**config.mk**
```make
export PLATFORM = sky130hd
export DESIGN_NAME = axi_round_clip_p
export DESIGN_NICKNAME = d
export VERILOG_FILES = /design/src/rtl/rfnoc_dsp_pkg.sv /design/src/rtl/axi_pipe_slice.sv /design/src/rtl/axi_round_clip_p.sv
export SDC_FILE = /design/constraint.sdc
export NUM_CORES = 1
export LEC_CHECK = 0
export ABC_CLOCK_PERIOD_IN_PS = 2850
export BUFFER_PORTS_ARGS = -buffer_cell sky130_fd_sc_hd__buf_2
export CORE_UTILIZATION = 30
export DETAILED_ROUTE_END_ITERATION = 10
export GPL_TIMING_DRIVEN = 0
export PLACE_DENSITY = 0.6
export SKIP_CTS_REPAIR_TIMING = 1
export SYNTH_ARGS = -nofsm -noshare
export SYNTH_HDL_FRONTEND = slang
export SYNTH_SLANG_ARGS = --single-unit
```
**constraint.sdc**
```tcl
create_clock -name clk -period 2.85 [get_ports clk]
set_input_delay 0.4275 -clock clk [delete_from_list [all_inputs] [get_ports clk]]
set_output_delay 0.4275 -clock clk [all_outputs]
set_load 0.03 [all_outputs]
```
**src/rtl/rfnoc_dsp_pkg.sv**
```systemverilog
// Shared constants and helpers for the DSP conditioning stages.
// Latency: none (declarations only).
// Backpressure: none (declarations only).
package rfnoc_dsp_pkg;

  // Rounding modes for fixed-point narrowing.
  localparam int ROUND_TRUNC   = 0;
  localparam int ROUND_HALF_UP = 1;

  // Largest two's-complement value representable in w bits (w <= 63).
  function automatic logic signed [63:0] signed_max(input int w);
    logic signed [63:0] one;
    one = 64'sd1;
    return (one <<< (w - 1)) - one;
  endfunction

  // Smallest two's-complement value representable in w bits (w <= 63).
  function automatic logic signed [63:0] signed_min(input int w);
    return -signed_max(w) - 64'sd1;
  endfunction

endpackage

```
**src/rtl/axi_pipe_slice.sv**
```systemverilog
// Single valid/ready register slice with a generic payload.
// Latency: 1 clk from input transfer to out_vld_o.
// Backpressure: in_rdy_o = ~full | out_rdy_i, so full rate with one entry of storage.
//
// Ports:
//   clk, reset_n           clock, async active-low reset
//   in_dat_i/vld_i/rdy_o   upstream payload and handshake
//   out_dat_o/vld_o/rdy_i  downstream payload and handshake
module axi_pipe_slice #(
  parameter int W         = 8,
  parameter bit RESET_DAT = 1'b0  // 1: payload register clears to 0 on reset
) (
  input  logic         clk,
  input  logic         reset_n,
  input  logic [W-1:0] in_dat_i,
  input  logic         in_vld_i,
  output logic         in_rdy_o,
  output logic [W-1:0] out_dat_o,
  output logic         out_vld_o,
  input  logic         out_rdy_i
);

  logic         vld_q, vld_d;
  logic [W-1:0] dat_q, dat_d;
  logic         adv;

  // The slot can take a new beat when empty or when its beat leaves this cycle.
  assign adv = ~vld_q | out_rdy_i;

  always_comb begin
    vld_d = vld_q;
    dat_d = dat_q;
    if (adv) begin
      vld_d = in_vld_i;
      // Only capture on a real transfer so idle cycles don't disturb the payload.
      if (in_vld_i) begin
        dat_d = in_dat_i;
      end
    end
  end

  always_ff @(posedge clk or negedge reset_n) begin
    if (!reset_n) begin
      vld_q <= 1'b0;
    end else begin
      vld_q <= vld_d;
    end
  end

  generate
    if (RESET_DAT) begin : g_dat_rst
      always_ff @(posedge clk or negedge reset_n) begin
        if (!reset_n) begin
          dat_q <= '0;
        end else begin
          dat_q <= dat_d;
        end
      end
    end else begin : g_dat_norst
      always_ff @(posedge clk) begin
        dat_q <= dat_d;
      end
    end
  endgenerate

  assign in_rdy_o  = adv;
  assign out_vld_o = vld_q;
  assign out_dat_o = dat_q;

endmodule

```
**src/rtl/axi_round_clip_p.sv**
```systemverilog
// Round, arithmetic-shift and saturate a wide accumulator stream to a narrow sample; counts clips.
// Latency: 2 clk from input transfer to o_tvalid; one sample per clk with o_tready high.
// Backpressure: two-entry pipeline; i_tready drops only when both stages hold data and o_tready is low.
//
// Ports:
//   clk, reset_n                      clock, async active-low reset
//   clear                             synchronous clear of clip_cnt / clip_sticky
//   i_tdata/i_tlast/i_tvalid/i_tready wide input stream
//   o_tdata/o_tlast/o_tuser/o_tvalid/o_tready  narrow output stream, o_tuser = clipped
//   clip_sticky, clip_cnt             clip status (sticky flag, saturating counter)
module axi_round_clip_p
  import rfnoc_dsp_pkg::*;
#(
  parameter int WIDTH_IN  = 48,
  parameter int WIDTH_OUT = 16,
  parameter int SHIFT     = 15,
  parameter int ROUND     = ROUND_HALF_UP,
  parameter int CNT_W     = 16
) (
  input  logic                 clk,
  input  logic                 reset_n,
  input  logic                 clear,
  input  logic [WIDTH_IN-1:0]  i_tdata,
  input  logic                 i_tlast,
  input  logic                 i_tvalid,
  output logic                 i_tready,
  output logic [WIDTH_OUT-1:0] o_tdata,
  output logic                 o_tlast,
  output logic                 o_tuser,
  output logic                 o_tvalid,
  input  logic                 o_tready,
  output logic                 clip_sticky,
  output logic [CNT_W-1:0]     clip_cnt
);

  localparam int S1_W = WIDTH_IN + 2;   // {tlast, sum[WIDTH_IN:0]}
  localparam int S2_W = WIDTH_OUT + 2;  // {clip, tlast, sample}

  localparam logic signed [63:0] MAX64 = signed_max(WIDTH_OUT);
  localparam logic signed [63:0] MIN64 = signed_min(WIDTH_OUT);

  // Clip limits expressed at the width of the shifted sum so the compare is a plain signed compare.
  localparam logic signed [WIDTH_IN:0] MAX_R = MAX64[WIDTH_IN:0];
  localparam logic signed [WIDTH_IN:0] MIN_R = MIN64[WIDTH_IN:0];

  localparam logic [WIDTH_OUT-1:0] SAT_POS = MAX64[WIDTH_OUT-1:0];
  localparam logic [WIDTH_OUT-1:0] SAT_NEG = MIN64[WIDTH_OUT-1:0];

  localparam logic [WIDTH_IN:0] RND_ONE = {{WIDTH_IN{1'b0}}, 1'b1};
  localparam logic [WIDTH_IN:0] RND_ADD = (ROUND == ROUND_HALF_UP) ? (RND_ONE << (SHIFT - 1)) : '0;

  localparam logic [CNT_W-1:0] CNT_ONE = {{(CNT_W - 1){1'b0}}, 1'b1};

  // ---------------------------------------------------------------------------
  // Stage 1: sign-extend by one bit, then add the rounding offset. The extra
  // bit keeps positive full scale plus the half-LSB offset from wrapping.
  // ---------------------------------------------------------------------------
  logic [WIDTH_IN:0] s1_ext;
  logic [WIDTH_IN:0] s1_sum;

  assign s1_ext = {i_tdata[WIDTH_IN-1], i_tdata};
  assign s1_sum = s1_ext + RND_ADD;

  logic [S1_W-1:0] s1_dat;
  logic            s1_vld;
  logic            s2_rdy;

  axi_pipe_slice #(
    .W         (S1_W),
    .RESET_DAT (1'b0)
  ) u_s1 (
    .clk       (clk),
    .reset_n   (reset_n),
    .in_dat_i  ({i_tlast, s1_sum}),
    .in_vld_i  (i_tvalid),
    .in_rdy_o  (i_tready),
    .out_dat_o (s1_dat),
    .out_vld_o (s1_vld),
    .out_rdy_i (s2_rdy)
  );

  // ---------------------------------------------------------------------------
  // Stage 2: arithmetic shift, then saturate against the output range.
  // ---------------------------------------------------------------------------
  logic signed [WIDTH_IN:0] s1_sum_s;
  logic signed [WIDTH_IN:0] s2_shr;
  logic                     s1_last;
  logic [WIDTH_OUT-1:0]     s2_sat;
  logic                     s2_clip;

  assign s1_sum_s = $signed(s1_dat[WIDTH_IN:0]);
  assign s1_last  = s1_dat[WIDTH_IN+1];
  assign s2_shr   = s1_sum_s >>> SHIFT;

  always_comb begin
    s2_sat  = s2_shr[WIDTH_OUT-1:0];
    s2_clip = 1'b0;
    if (s2_shr > MAX_R) begin
      s2_sat  = SAT_POS;
      s2_clip = 1'b1;
    end else if (s2_shr < MIN_R) begin
      s2_sat  = SAT_NEG;
      s2_clip = 1'b1;
    end
  end

  logic [S2_W-1:0] s2_dat;

  // Output register resets its payload so o_tdata/o_tlast/o_tuser read 0 out of reset.
  axi_pipe_slice #(
    .W         (S2_W),
    .RESET_DAT (1'b1)
  ) u_s2 (
    .clk       (clk),
    .reset_n   (reset_n),
    .in_dat_i  ({s2_clip, s1_last, s2_sat}),
    .in_vld_i  (s1_vld),
    .in_rdy_o  (s2_rdy),
    .out_dat_o (s2_dat),
    .out_vld_o (o_tvalid),
    .out_rdy_i (o_tready)
  );

  assign o_tdata = s2_dat[WIDTH_OUT-1:0];
  assign o_tlast = s2_dat[WIDTH_OUT];
  assign o_tuser = s2_dat[WIDTH_OUT+1];

  // ---------------------------------------------------------------------------
  // Clip status: counts clipped samples as they leave, not as they are computed,
  // so a stalled output is counted exactly once. clear has priority.
  // ---------------------------------------------------------------------------
  logic             clip_xfer;
  logic [CNT_W-1:0] cnt_q, cnt_d;
  logic             sticky_q, sticky_d;

  assign clip_xfer = o_tvalid & o_tready & o_tuser;

  always_comb begin
    cnt_d    = cnt_q;
    sticky_d = sticky_q;
    if (clear) begin
      cnt_d    = '0;
      sticky_d = 1'b0;
    end else if (clip_xfer) begin
      sticky_d = 1'b1;
      if (cnt_q != '1) begin
        cnt_d = cnt_q + CNT_ONE;
      end
    end
  end

  always_ff @(posedge clk or negedge reset_n) begin
    if (!reset_n) begin
      cnt_q    <= '0;
      sticky_q <= 1'b0;
    end else begin
      cnt_q    <= cnt_d;
      sticky_q <= sticky_d;
    end
  end

  assign clip_cnt    = cnt_q;
  assign clip_sticky = sticky_q;

endmodule

```
==> run_summary.xml <==
<?xml version="1.0" encoding="UTF-8"?>
<metrics>
  <group name="sta">
    <metric name="rsz_0062_raised_after_global_routing" unit="">false</metric>
    <metric name="setup_ws" unit="ps">883</metric>
    <metric name="timing.final.hold_violations" unit="">0</metric>
    <metric name="tightestPinTransition" unit="ps">839</metric>
    <metric name="fmax" unit="MHz">508</metric>
    <metric name="final_max_slew_viol_count" unit="">0</metric>
    <metric name="period_minus_slack" unit="ps">1970</metric>
    <metric name="timing.setup.tns" unit="ps">0</metric>
    <metric name="worst_clock_skew" unit="ps">9.15</metric>
    <metric name="timing.max_slew.rel_slack" unit="%">44.0</metric>
    <metric name="finalCritPeriodShare" unit="%">69.0</metric>
    <metric name="setup_viol" unit="">0</metric>
  </group>
  <group name="grt">
    <metric name="grt_pass1_wl" unit="um">14300</metric>
    <metric name="use_met3" unit="%">3.86</metric>
    <metric name="grt_usage" unit="%">14.1</metric>
    <metric name="pin_count_of_the_biggest_net_entering_global_routing" unit="">38</metric>
    <metric name="busiest_layer" unit="">met2</metric>
    <metric name="gr-usage-met2" unit="%">23.4</metric>
    <metric name="globalRoute.totalOverflow" unit="">0</metric>
    <metric name="first_global_vias" unit="">2995</metric>
    <metric name="grt.met1_usage" unit="%">17.7</metric>
    <metric name="antenna_found_initial" unit="">0</metric>
  </group>
  <group name="drt">
    <metric name="drt_wl_total" unit="um">8560</metric>
    <metric name="drt_pre_antenna_iters" unit="">6</metric>
    <metric name="vias_per_cell" unit="">5.27</metric>
    <metric name="detail_route.wl_per_cell" unit="um">14.4</metric>
    <metric name="detail_route.iter0.violations" unit="">184</metric>
    <metric name="drt.antenna.violating_nets" unit="">0</metric>
    <metric name="routed-via-count" unit="">3133</metric>
    <metric name="drt_drc_violations_left" unit="">0</metric>
  </group>
  <group name="power">
    <metric name="ir_worst_vdd" unit="mV">0.366</metric>
    <metric name="intPower" unit="W">0.00207</metric>
    <metric name="power.switching_fraction" unit="%">26.4</metric>
    <metric name="pwr-share-seq" unit="%">43.6</metric>
    <metric name="cellPowerDensity" unit="nW/um2">614</metric>
    <metric name="clock_power_share" unit="%">43.3</metric>
    <metric name="p_leak" unit="nW">1.74</metric>
    <metric name="combinationalPowerShare" unit="%">13.1</metric>
    <metric name="power.switching" unit="W">0.000742</metric>
  </group>
  <group name="floorplan">
    <metric name="std_cell_rows" unit="">40</metric>
    <metric name="fp.dieH" unit="um">113</metric>
    <metric name="initial_core_util" unit="%">30.8</metric>
    <metric name="die_w" unit="um">113</metric>
    <metric name="num_io_pins" unit="">91</metric>
    <metric name="floorplan.core_area" unit="um2">12000</metric>
    <metric name="die_area" unit="um2">12800</metric>
  </group>
  <group name="placed_design">
    <metric name="place.detailed.hpwl" unit="um">6440</metric>
    <metric name="gp_congestion" unit="">0.851</metric>
    <metric name="dp_slack" unit="ps">858</metric>
    <metric name="portBuffers" unit="">75</metric>
  </group>
  <group name="clock_network">
    <metric name="ctsHtreeMaxLevel" unit="">3</metric>
    <metric name="cts_buffer_depth" unit="">2</metric>
    <metric name="cts_inserted_buffers" unit="">9</metric>
    <metric name="clock_latency_reported_for_the_late_side_of_the_worst_skew_pair" unit="ps">330</metric>
    <metric name="worst_setup_hold_path_clk_slew" unit="ps">60</metric>
    <metric name="clock_tree.root_cell" unit="">clkbuf_16</metric>
    <metric name="clock_sinks" unit="">72</metric>
    <metric name="tritoncts_clock_tree" unit="">done</metric>
  </group>
  <group name="finish">
    <metric name="final_layout_size_suffix_gt1_share" unit="%">24.2</metric>
    <metric name="number_of_fill_cells" unit="">1229</metric>
    <metric name="n_antenna_cell" unit="">0</metric>
    <metric name="syn2layout_area_growth" unit="%">24.0</metric>
    <metric name="finalNetCount" unit="">498</metric>
  </group>
  <group name="synthesis">
    <metric name="synth.yosys.warnings" unit="">0</metric>
    <metric name="synth_seq_area_share" unit="%">53.5</metric>
    <metric name="post_synth_instance_area" unit="um2">3700</metric>
    <metric name="synth_fp_nets" unit="">412</metric>
    <metric name="syn_avg_cell_area" unit="um2">10.4</metric>
    <metric name="postSynth.asyncResetShare" unit="%">51.4</metric>
    <metric name="instance_count_of_the_mapped_netlist" unit="">356</metric>
    <metric name="number_of_synthesized_flops_with_an_enable_pin" unit="">35</metric>
    <metric name="postSynth.topFlopCell" unit="">dfrtp_1</metric>
    <metric name="synth.distinct_cells" unit="">40</metric>
    <metric name="yosys_register_bits" unit="">72</metric>
  </group>
  <group name="worst_setup_path">
    <metric name="cp.buffers_inverters" unit="">1</metric>
    <metric name="worst_setup_path_end_kind" unit="">register</metric>
    <metric name="critPathSlowestCell" unit="">dfrtp_1</metric>
    <metric name="path_cells" unit="">ha_1 -&gt; nand4_1 -&gt; nor4_2 -&gt; buf_2 -&gt; nor3_1 -&gt; a211oi_1</metric>
    <metric name="cp-start-kind" unit="">register</metric>
    <metric name="slowest_delay" unit="ps">420</metric>
    <metric name="timing.critical_path.arrival" unit="ps">2200</metric>
    <metric name="critPathMaxFanout" unit="">10</metric>
    <metric name="worstSetupPathType" unit="">reg2reg</metric>
    <metric name="cp_top_family" unit="">simple AND/OR/NAND/NOR gates</metric>
    <metric name="worst-endpoint-required" unit="ps">3090</metric>
  </group>
  <group name="run_status">
    <metric name="outcome" unit="">finished, final reports clean</metric>
  </group>
  <group name="worst_hold_path">
    <metric name="hold_path_class" unit="">in2async</metric>
  </group>
  <group name="run">
    <metric name="cap_viol_max_count" unit="">0</metric>
  </group>
</metrics>
worst reg2reg max path: cells and delay by family, from the launching register on:
| family | cells | cell delay [ps] |
|---|---|---|
| AOI/OAI and AO/OA | 1 | 220 |
| buffers and inverters | 1 | 280 |
| and+or+nand+nor | 3 | 650 |
| DFF | 1 | 420 |
| adders and majority gates | 1 | 300 |
synthesized netlist by cell type (all sizes together), types with 2 or more instances:
library cell | n | area share, %
nand4b | 2 | 0.47
xor2 | 2 | 0.47
buf | 5 | 0.74
dfrtp | 37 | 25
or3 | 7 | 1.2
ha | 2 | 0.68
a21oi | 12 | 1.6
nand2b | 5 | 0.85
o31ai | 4 | 0.81
edfxtp | 35 | 28
nand2 | 25 | 2.5
and2 | 4 | 0.68
or4 | 4 | 0.81
nor2 | 27 | 2.7
and4 | 6 | 1.5
nand3 | 21 | 3.0
nand4 | 28 | 5.1
and3 | 10 | 1.7
nor3 | 22 | 3.4
a211oi | 2 | 0.41
clkbuf | 10 | 1.0
nor4 | 22 | 3.9
xnor2 | 30 | 7.1
a31oi | 16 | 2.7
inv | 3 | 0.30
o21ai | 8 | 1.1
cell families after synthesis:
kind of cell	Yosys count	share of synthesized area, %
AO/OA/AOI/OAI	45	7.38
XOR/XNOR	32	7.58
adder cells (fa/ha/maj)	2	0.677
buffers and inverters	18	2.06
flip-flops	72	53.5
multiplexers	2	0.575
AND/OR/NAND/NOR	185	28.3
metal layers:
| metal | vias to the layer above | wire length, um | part of all wire [%] |
|---|---|---|---|
| met5 | - | 0 | 0 |
| met4 | 0 | 95 | 1.1 |
| met2 | 103 | 4130 | 48 |
| met1 | 1481 | 3810 | 45 |
| met3 | 9 | 519 | 6.1 |
| li1 | 1540 | - | - |
metrics by stage:
stage | hold slack [ps] | power (W) | instance area (um2) | utilization (%) | instances
2_1_floorplan | 132 | 0.00146 | 3700 | - | 356
3_3_place_gp | 423 | 0.00161 | 4260 | 35.4 | 578
3_5_place_dp | 442 | 0.00162 | 4260 | 35.4 | 578
4_1_cts | 233 | 0.00285 | 4580 | 38.2 | 594
5_1_grt | 261 | 0.00293 | 4580 | 38.2 | 594
6_report | 199 | 0.00281 | 4580 | 38.2 | 594
worst paths after layout:
kind	startpoint	to	slack, ps	cells after the start
setup / recovery	clip_cnt[1]$_DFFE_PN0P_	clip_cnt[6]$_DFFE_PN0P_	880	6
hold reg to reg	u_s1.out_dat_o[49]$_DFFE_PP_	u_s2.out_dat_o[16]$_DFFE_PN0P_	450	2
setup reg to reg	clip_cnt[1]$_DFFE_PN0P_	clip_cnt[6]$_DFFE_PN0P_	880	6
hold / removal	reset_n	clip_cnt[7]$_DFFE_PN0P_	200	1
max in group asynchronous	reset_n	clip_cnt[13]$_DFFE_PN0P_	2110	1
min in group clk	i_tlast	u_s1.out_dat_o[49]$_DFFE_PP_	280	1
power by group through the flow:
stage | registers, W | logic [W] | clock network (W)
floorplan | 0.00133 | 0.000129 | 0
global placement | 0.00125 | 0.000366 | 0
detailed placement | 0.00125 | 0.000370 | 0
CTS | 0.00123 | 0.000371 | 0.00125
global route | 0.00124 | 0.000401 | 0.00129
finish | 0.00123 | 0.000368 | 0.00122
cell type report:
cell class,instances,area [um2],area share (%)
buffer,15,65.1,1.42
clock buffer,9,225,4.91
clock inverter,7,101,2.21
inverter,3,11.3,0.246
multi-input combinational,266,1650,35.9
sequential,72,1980,43.1
tap,147,184,4.01
timing repair buffer,75,375,8.19
layout by cell type, fill, tap and decap left out, types with 3 or more instances in the layout:
cell type and n:
inv_6 3, nor2_1 27, nand3_1 20, or3_1 7, and4_1 5, buf_2 79, nand2_1 25, dfrtp_1 37
nor3_2 3, nor4_1 21, a21oi_1 12, nand2b_1 5, xnor2_1 30, clkbuf_1 10, edfxtp_1 35, o31ai_1 4
o21ai_0 8, clkbuf_16 9, nor3_1 19, inv_1 3, a31oi_1 16, nand4_1 27, and2_1 3, or4_1 4
and3_1 9
flip-flops by register name, summed over array words and instances, names as in the netlist:
| register | cells |
|---|---|
| clip_cnt | 16 |
| clip_sticky | 1 |
| u_s1.out_dat_o | 35 |
| u_s1.out_vld_o | 1 |
| u_s2.out_dat_o | 18 |
| u_s2.out_vld_o | 1 |
Power figures use the tool's default switching activity.
